===== config.mk =====
export PLATFORM = sky130hd
export DESIGN_NAME = sync_updown_counter
export DESIGN_NICKNAME = d
export VERILOG_FILES = /design/src/rtl/seq_ctr_pkg.sv /design/src/rtl/sync_updown_counter.sv
export SDC_FILE = /design/constraint.sdc
export NUM_CORES = 1
export LEC_CHECK = 0
export BUFFER_PORTS_ARGS = -buffer_cell sky130_fd_sc_hd__buf_4
export CAP_MARGIN = 20
export CORE_AREA = 5 5 42 44
export DETAILED_ROUTE_END_ITERATION = 8
export DIE_AREA = 0 0 47 49
export GPL_ROUTABILITY_DRIVEN = 0
export PLACE_DENSITY = 0.55
export RECOVER_POWER = 25
export SLEW_MARGIN = 20
export SYNTH_ARGS = -nofsm -noshare
export SYNTH_HDL_FRONTEND = slang
export SYNTH_SLANG_ARGS = --single-unit

===== constraint.sdc =====
create_clock -name clk -period 1.2 [get_ports clk]
set_input_delay 0.06 -clock clk [delete_from_list [all_inputs] [get_ports clk]]
set_output_delay 0.06 -clock clk [all_outputs]
set_load 0.02 [all_outputs]

===== src/rtl/seq_ctr_pkg.sv =====
// Shared definitions for the sequential-counter primitives: direction and
// end-of-range mode encodings plus the one-step next-count function.
package seq_ctr_pkg;

  localparam logic DIR_UP    = 1'b1;
  localparam logic DIR_DOWN  = 1'b0;
  localparam logic MODE_WRAP = 1'b0;
  localparam logic MODE_SAT  = 1'b1;

  typedef struct packed {
    logic [31:0] q;
    logic        wrap;
    logic        sat;
  } ctr_next_t;

  // One count step inside 0..modulus-1. At a range end the count either
  // wraps to the opposite end (wrap flag) or holds (sat flag).
  function automatic ctr_next_t ctr_next(input logic [31:0] q,
                                         input logic        up_dn,
                                         input logic [31:0] modulus,
                                         input logic        saturate);
    ctr_next_t r;
    r.q    = q;
    r.wrap = 1'b0;
    r.sat  = 1'b0;
    if (up_dn == DIR_UP) begin
      if (q == modulus - 32'd1) begin
        if (saturate == MODE_SAT) begin
          r.sat = 1'b1;
        end else begin
          r.q    = 32'd0;
          r.wrap = 1'b1;
        end
      end else begin
        r.q = q + 32'd1;
      end
    end else begin
      if (q == 32'd0) begin
        if (saturate == MODE_SAT) begin
          r.sat = 1'b1;
        end else begin
          r.q    = modulus - 32'd1;
          r.wrap = 1'b1;
        end
      end else begin
        r.q = q - 32'd1;
      end
    end
    return r;
  endfunction

endpackage


===== src/rtl/sync_updown_counter.sv =====
// Fully synchronous up/down counter with load, programmable modulus,
// wrap/saturate mode, combinational terminal count and registered wrap/sat.
module sync_updown_counter
  import seq_ctr_pkg::*;
#(
  parameter int WIDTH    = 4,
  parameter int MODULUS  = 2 ** WIDTH,
  parameter bit SATURATE = 1'b0
) (
  input  logic             clk,
  input  logic             reset_n,
  input  logic             en,
  input  logic             up_dn,
  input  logic             load,
  input  logic [WIDTH-1:0] load_val,
  output logic [WIDTH-1:0] Q,
  output logic             tc,
  output logic             wrap,
  output logic             sat
);

  localparam logic [WIDTH-1:0] Q_MAX = WIDTH'(MODULUS - 1);

  logic [WIDTH-1:0] q_q, q_d;
  logic             wrap_q, wrap_d;
  logic             sat_q, sat_d;
  ctr_next_t        nxt;

  always_comb begin
    q_d    = q_q;
    wrap_d = 1'b0;
    sat_d  = sat_q;
    nxt    = ctr_next(32'(q_q), up_dn, 32'(MODULUS), SATURATE);
    if (load) begin
      // Out-of-range load values clamp to the top of the count range.
      q_d   = (load_val > Q_MAX) ? Q_MAX : load_val;
      sat_d = 1'b0;
    end else if (en) begin
      q_d    = WIDTH'(nxt.q);
      wrap_d = nxt.wrap;
      sat_d  = nxt.sat;
    end
  end

  always_ff @(posedge clk) begin
    if (!reset_n) begin
      q_q    <= '0;
      wrap_q <= 1'b0;
      sat_q  <= 1'b0;
    end else begin
      q_q    <= q_d;
      wrap_q <= wrap_d;
      sat_q  <= sat_d;
    end
  end

  // tc deliberately ignores load; it feeds the next stage's en when cascading.
  assign tc   = en & ((up_dn & (q_q == Q_MAX)) | (~up_dn & (q_q == '0)));
  assign Q    = q_q;
  assign wrap = wrap_q;
  assign sat  = sat_q;

endmodule


==> reports/qor.csv, run 1 <==
stage;metric;value;unit
worst_setup_path;cp_data_arrival_time;1.35;ns
clocking;cts_buffers;3;
floorplan;initial_core_util;26.3;%
synthesis;synth_edf_count;0;
worst_setup_path;crit_type;reg -> out;
job;max-cap-violations;0;
finish;fillCellCount;156;
synthesis;ys_types;26;
sta;setup_viol;4;
sta;slew_viol_final;0;
synthesis;yosysWarnings;0;
global_routing;overflow;0;
pwr;ir_worst_vdd;0.506;mV
clocking;cts_num_sinks;5;
sta;clock_skew;0.00146;ns
synthesis;synthTopCellsByCount;dfxtp_1 (5), inv_1 (3), nand2_1 (3), o21ai_0 (3), xnor2_1 (3);
synthesis;synth_most_common_cell;dfxtp_1;
synthesis;yosys_most_used_dff;dfxtp_1;
clocking;htreeDepth;1;
finish;area_growth;85.7;%
sta;whs;0.0626;ns
synthesis;syn_inst;45;
synthesis;synthTopCellsByArea;dfxtp_1 (27%), xnor2_1 (7.1%), ha_1 (6.8%), o21ai_0 (4.1%), a21boi_1 (4.1%);
sta;fin_crit;1.41;ns
sta;final-hold-violation-count;0;
clocking;clk_latency;0.24;ns
global_routing;grt_pass1_vias;450;
global_routing;grt_start_max_net_pins;10;
detailed_routing;drt_wl_total;1070;um
global_routing;grt_usage;10.6;%
finish;nets;85;
floorplan;num_rows;14;
placed_design;hpwlAfterDp;775;um
detailed_routing;drc;0;
synthesis;yosysSeqAreaShare;27.2;%
synthesis;yosys.area.top_type_share;27.2;%
worst_setup_path;critPathLaunchType;register;
worst_setup_path;crit_path_end_kind;primary output;
finish;n_antenna_cell;0;
floorplan;die_w;47;um
clocking;root_buffer;clkbuf_4;
sta;grt_setup_unrepaired;true;
synthesis;synth_nets;56;
clocking;path_clk_slew;0.04;ns
clocking;ctsHoldBuffers;0;
placed_design;io_buffers;14;
pwr;p_leak;0.000302;uW
worst_setup_path;critical_path_required;1.14;ns
synthesis;async_flop_share;0;%
floorplan;num_io_pins;16;
global_routing;antenna_found_initial;0;
detailed_routing;drt_iter0_drc;11;
detailed_routing;via_per_inst;4.63;
synthesis;synth_top_cell_by_area;dfxtp_1;
clocking;cts_buffer_depth;2;
floorplan;design.core.area;1400;um2
sta;fmax;0.710;GHz
floorplan;die_height;49;um
sta;post-route-period-util;117;%
detailed_routing;vias;412;
detailed_routing;ant_nets;0;
sta;fin_setup_tns;-0.445;ns
clocking;cts_tree;built;
min_path;worstHoldPathType;in -> reg;
finish;drive_above_1_share;61.6;%
finish;finish.utilization;48.8;%
placed_design;placed_cells;79;
synthesis;synth_area;368;um2
detailed_routing;drt_pass1_iterations;4;
floorplan;die_area;2300;um2
synthesis;ys_seq_elements;5;
worst_setup_path;critical_path.max_fanout;4;
global_routing;grt_pass1_wl;1810;um
detailed_routing;wl_per_cell;12.0;um
run_status;status;finished, violations left;
synthesis;syn_area_per_cell;8.17;um2
finish;finalNonFillerCells;89;
sta;layout_setup_ws;-0.208;ns
pwr;power_density;942;nW/um2
run_status;violations;negative setup slack;
==> report_power, final <==
part / internal, uW / total [uW] / switching (uW) / leakage, uW
sequential: 179 / 189 / 10.2 / 0.0000431
combinational: 147 / 263 / 116 / 0.000244
clock: 126 / 192 / 66.2 / 0.0000150
==> routing by layer <==
metal,GRT usage [%],up-vias,share of wire [%]
li1,-,212,-
met1,12.7,183,42
met2,16.5,13,51
met3,1.85,4,3.8
met4,6.91,0,2.2
met5,0,-,0
==> layout make-up <==
class                   instances  area (um2)  area share, %
repair buffers                 27         210           30.8
multi-input cells              34         303           44.3
well taps                      16        20.0           2.93
clock buffers                   4        26.3           3.85
inverters                       3        13.8           2.01
flip-flops and latches          5         110           16.1
==> final timing paths <==
| path | slack (ns) | depth (start not counted) | end | startpoint |
|---|---|---|---|---|
| worst max register to register | -0.20 | 5 | Q[3]$_SDFFE_PN0P_ | Q[0]$_SDFFE_PN0P_ |
| worst min register to register | 0.72 | 3 | Q[2]$_SDFFE_PN0P_ | Q[2]$_SDFFE_PN0P_ |
| worst min-delay path | 0.06 | 2 | Q[0]$_SDFFE_PN0P_ | reset_n |
| worst max-delay path | -0.21 | 7 | tc | Q[0]$_SDFFE_PN0P_ |
==> through the flow <==
stage	power (uW)	area [um2]	setup slack, ns
floorplan	297	380	-0.130
global placement	381	543	-0.122
detailed placement	382	543	-0.133
CTS	621	636	-0.236
global route	686	683	-0.253
finish	644	683	-0.208
==> layout by cell type (no fill, tap or decap), drive strengths merged, types with 2 or more instances in the layout <==
cell type	count
clkbuf	5
xnor2	3
a21boi	3
o21ai	3
nand2	3
a21oi	2
ha	2
dfxtp	5
nor2b	2
inv	3
nand2b	2
and2	2
buf	26
==> cell families after synthesis <==
logic type | Yosys count | share of synthesized area, %
DFF | 5 | 27.2
xor gates and xnor gates | 3 | 7.14
adders and majority gates | 2 | 6.80
muxes | 1 | 2.72
AOI/OAI and AO/OA | 13 | 24.8
other | 1 | 1.02
buffers and inverters | 6 | 7.14
and+or+nand+nor | 14 | 23.1
==> repair_timing <==
item                                    in CTS  in global routing
gates cloned                                 0                  0
pin swaps                                    3                  7
setup buffers                                3                  3
gates resized for setup                     11                  7
endpoints found under the setup margin       4                  5
==> state kept, by name (all words and copies together) (netlist names) <==
signal and flops:
Q 4, wrap 1
==> critical path, stage by stage, from the launching register on <==
cell	delay [ns]
dfxtp_4	0.38
inv_4	0.04
ha_4	0.16
nand2b_4	0.08
nor3_4	0.04
a41oi_2	0.21
nor2b_2	0.07
buf_6	0.13
No activity file was read; power rests on OpenSTA's default activity.
==> run 2: changes to the inputs <==
ABC_AREA = 1   (was unset)
PLACE_DENSITY = 0.54   (was 0.55)
==> reports/qor.csv, run 2 <==
stage;metric;value;unit;change
global_routing;grt_start_max_net_pins;8;;-2
global_routing;overflow;0;;unchanged
worst_setup_path;cp_data_arrival_time;1.20;ns;-0.15 ns
run_status;violations;negative setup slack;;
synthesis;yosysWarnings;0;;unchanged
sta;slew_viol_final;0;;unchanged
synthesis;synth_most_common_cell;nand2_1;;
clocking;ctsHoldBuffers;0;;unchanged
worst_setup_path;crit_path_end_kind;primary output;;
synthesis;syn_inst;57;;+27%
job;max-cap-violations;0;;unchanged
run_status;status;finished, violations left;;
floorplan;die_w;47;um;unchanged
synthesis;synthTopCellsByCount;nand2_1 (18), inv_1 (8), nand3_1 (7), dfxtp_1 (5), nor2_1 (4);;
finish;most-common-layout-cells;buf_4 (20), nand2_1 (16), inv_1 (5), nand3_1 (5), nor2_1 (4);;
clocking;clk_latency;0.25;ns;about the same
synthesis;synth_area;357;um2;-3.1%
synthesis;ys_seq_elements;5;;unchanged
sta;clock_skew;0.000207;ns;-0.00126 ns
finish;final_common_cell;buf_4;;
pwr;total_power;601;uW;-6.6%
floorplan;die_area;2300;um2;unchanged
sta;fmax;0.794;GHz;+12%
pwr;p_leak;0.000311;uW;+2.9%
detailed_routing;drc;0;;unchanged
floorplan;num_rows;14;;unchanged
floorplan;die_height;49;um;unchanged
synthesis;async_flop_share;0;%;unchanged
detailed_routing;drt_wl_total;1050;um;-1.6%
synthesis;yosys_most_used_dff;dfxtp_1;;
pwr;power_density;966;nW/um2;+2.6%
sta;setup_viol;2;;-2
worst_setup_path;critical_path.max_fanout;4;;unchanged
detailed_routing;drt_pass1_iterations;3;;-1
floorplan;initial_core_util;25.4;%;-0.80 points
clocking;htreeDepth;1;;unchanged
clocking;cts_num_sinks;5;;unchanged
worst_setup_path;critical_path_required;1.14;ns;about the same
sta;final-hold-violation-count;0;;unchanged
global_routing;antenna_found_initial;0;;unchanged
synthesis;yosys.area.top_type_share;28.1;%;+0.86 points
sta;layout_setup_ws;-0.0595;ns;+0.149 ns
detailed_routing;ant_nets;0;;unchanged
sta;fin_setup_tns;-0.0875;ns;+0.358 ns
sta;fin_crit;1.26;ns;-0.149 ns
synthesis;synth_nets;68;;+21%
finish;nets;94;;+11%
detailed_routing;via_per_inst;4.43;;-4.3%
global_routing;grt_pass1_vias;429;;-4.7%
worst_setup_path;crit_type;reg -> out;;
min_path;worstHoldPathType;in -> reg;;
placed_design;hpwlAfterDp;765;um;-1.3%
synthesis;yosysSeqAreaShare;28.1;%;+0.86 points
finish;area_growth;74.4;%;
clocking;cts_tree;built;;
detailed_routing;vias;434;;+5.3%
synthesis;ys_types;17;;-35%
clocking;path_clk_slew;0.04;ns;about the same
placed_design;place_area;494;um2;-9.0%
finish;n_antenna_cell;0;;unchanged
placed_design;io_buffers;14;;unchanged
pwr;ir_worst_vdd;0.493;mV;-2.5%
synthesis;synthTopCellsByArea;dfxtp_1 (28%), nand2_1 (19%), nand3_1 (9.8%), inv_1 (8.4%), ha_1 (7.0%);;
global_routing;grt_pass1_wl;1730;um;-4.2%
global_routing;grt_usage;10.7;%;+0.078 points
finish;fin_area;622;um2;-9.0%
clocking;cts_buffers;3;;unchanged
detailed_routing;drt_iter0_drc;5;;-6
floorplan;num_io_pins;16;;unchanged
worst_setup_path;critPathLaunchType;register;;
sta;post-route-period-util;105;%;-12 points
synthesis;synth_edf_count;0;;unchanged
synthesis;syn_area_per_cell;6.26;um2;-23%
finish;largest_reg_flops;4;;unchanged
floorplan;design.core.area;1400;um2;unchanged
detailed_routing;wl_per_cell;10.7;um;-11%
synthesis;synth_top_cell_by_area;dfxtp_1;;
clocking;cts_buffer_depth;2;;unchanged
finish;drive_above_1_share;47.6;%;-14 points
clocking;root_buffer;clkbuf_4;;
sta;grt_setup_unrepaired;true;;
## run 2: cell count changes in the layout (fill, tap and decap cells not counted), sizes merged, moves of 3 or more
| cell | previous run | this run |
|---|---|---|
| a21boi | 3 | 0 |
| buf | 26 | 21 |
| inv | 3 | 9 |
| nand2 | 3 | 18 |
| nand3 | 0 | 7 |
| nor2 | 1 | 4 |
| o21ai | 3 | 0 |
## run 2: kinds of logic (layout without fill, tap and decap cells)
| kind of cell | Yosys count | after routing | share of synthesized area [%] |
|---|---|---|---|
| xor gates and xnor gates | 2 | 2 | 4.91 |
| adders and majority gates | 2 | 2 | 7.02 |
| buffers and inverters | 10 | 35 | 11.6 |
| DFF | 5 | 5 | 28.1 |
| and+or+nand+nor | 31 | 31 | 36.1 |
| other | 1 | 1 | 1.05 |
| AOI/OAI and AO/OA | 6 | 6 | 11.2 |
## run 2: per-layer routing
| layer | GRT usage, % | share of wire, % |
|---|---|---|
| met2 | 16.7 | 55 |
| met4 | 9.68 | 4.0 |
| met1 | 11.0 | 37 |
| met5 | 0 | 0 |
| met3 | 2.58 | 3.9 |
## run 2: critical path: stages (launching register included)
cell,delay [ns]
dfxtp_4,0.36
inv_4,0.06
ha_4,0.13
nand3_2,0.08
nand2_2,0.07
nand3_2,0.08
inv_2,0.06
buf_6,0.10
## run 2: timing repair
| item | 4_1_cts | 5_1_grt |
|---|---|---|
| buffers inserted | 5 | 1 |
| setup endpoints to repair | 2 | 4 |
| pin swaps | 3 | 5 |
| resized for setup | 13 | 4 |
## run 2: report_power, final
group | internal (uW) | total, uW | switching (uW)
combinational | 104 | 205 | 101
clock | 126 | 200 | 74.0
sequential | 177 | 196 | 18.1
total | 408 | 601 | 193
## run 2: final timing paths
path / from / slack (ns) / cells after the start / to
setup / recovery: Q[0]$_SDFFE_PN0P_ / -0.06 / 7 / tc
hold / removal: reset_n / 0.007 / 3 / Q[0]$_SDFFE_PN0P_
setup reg to reg: Q[1]$_SDFFE_PN0P_ / -0.03 / 9 / Q[3]$_SDFFE_PN0P_
hold reg to reg: Q[1]$_SDFFE_PN0P_ / 0.68 / 3 / Q[1]$_SDFFE_PN0P_
## run 2: final cells by class
cell class | instances | area [um2]
multi-input cells | 42 | 264
clock buffers | 4 | 26.3
well taps | 16 | 20.0
fillers | 161 | 779
repair buffers | 22 | 165
inverters | 9 | 38.8
flip-flops and latches | 5 | 108
## run 2: stage by stage
step | util (%) | cells | hold slack [ns] | setup WS [ns]
after detailed placement | 35.3 | 88 | 0.258 | -0.0117
after global placement | 35.3 | 88 | 0.256 | 0.00425
after floorplan | - | 57 | 0.139 | 0.0135
after global routing | 44.4 | 98 | 0.0212 | -0.145
after CTS | 42.9 | 97 | 0.00646 | -0.0653
final | 44.4 | 98 | 0.00698 | -0.0595
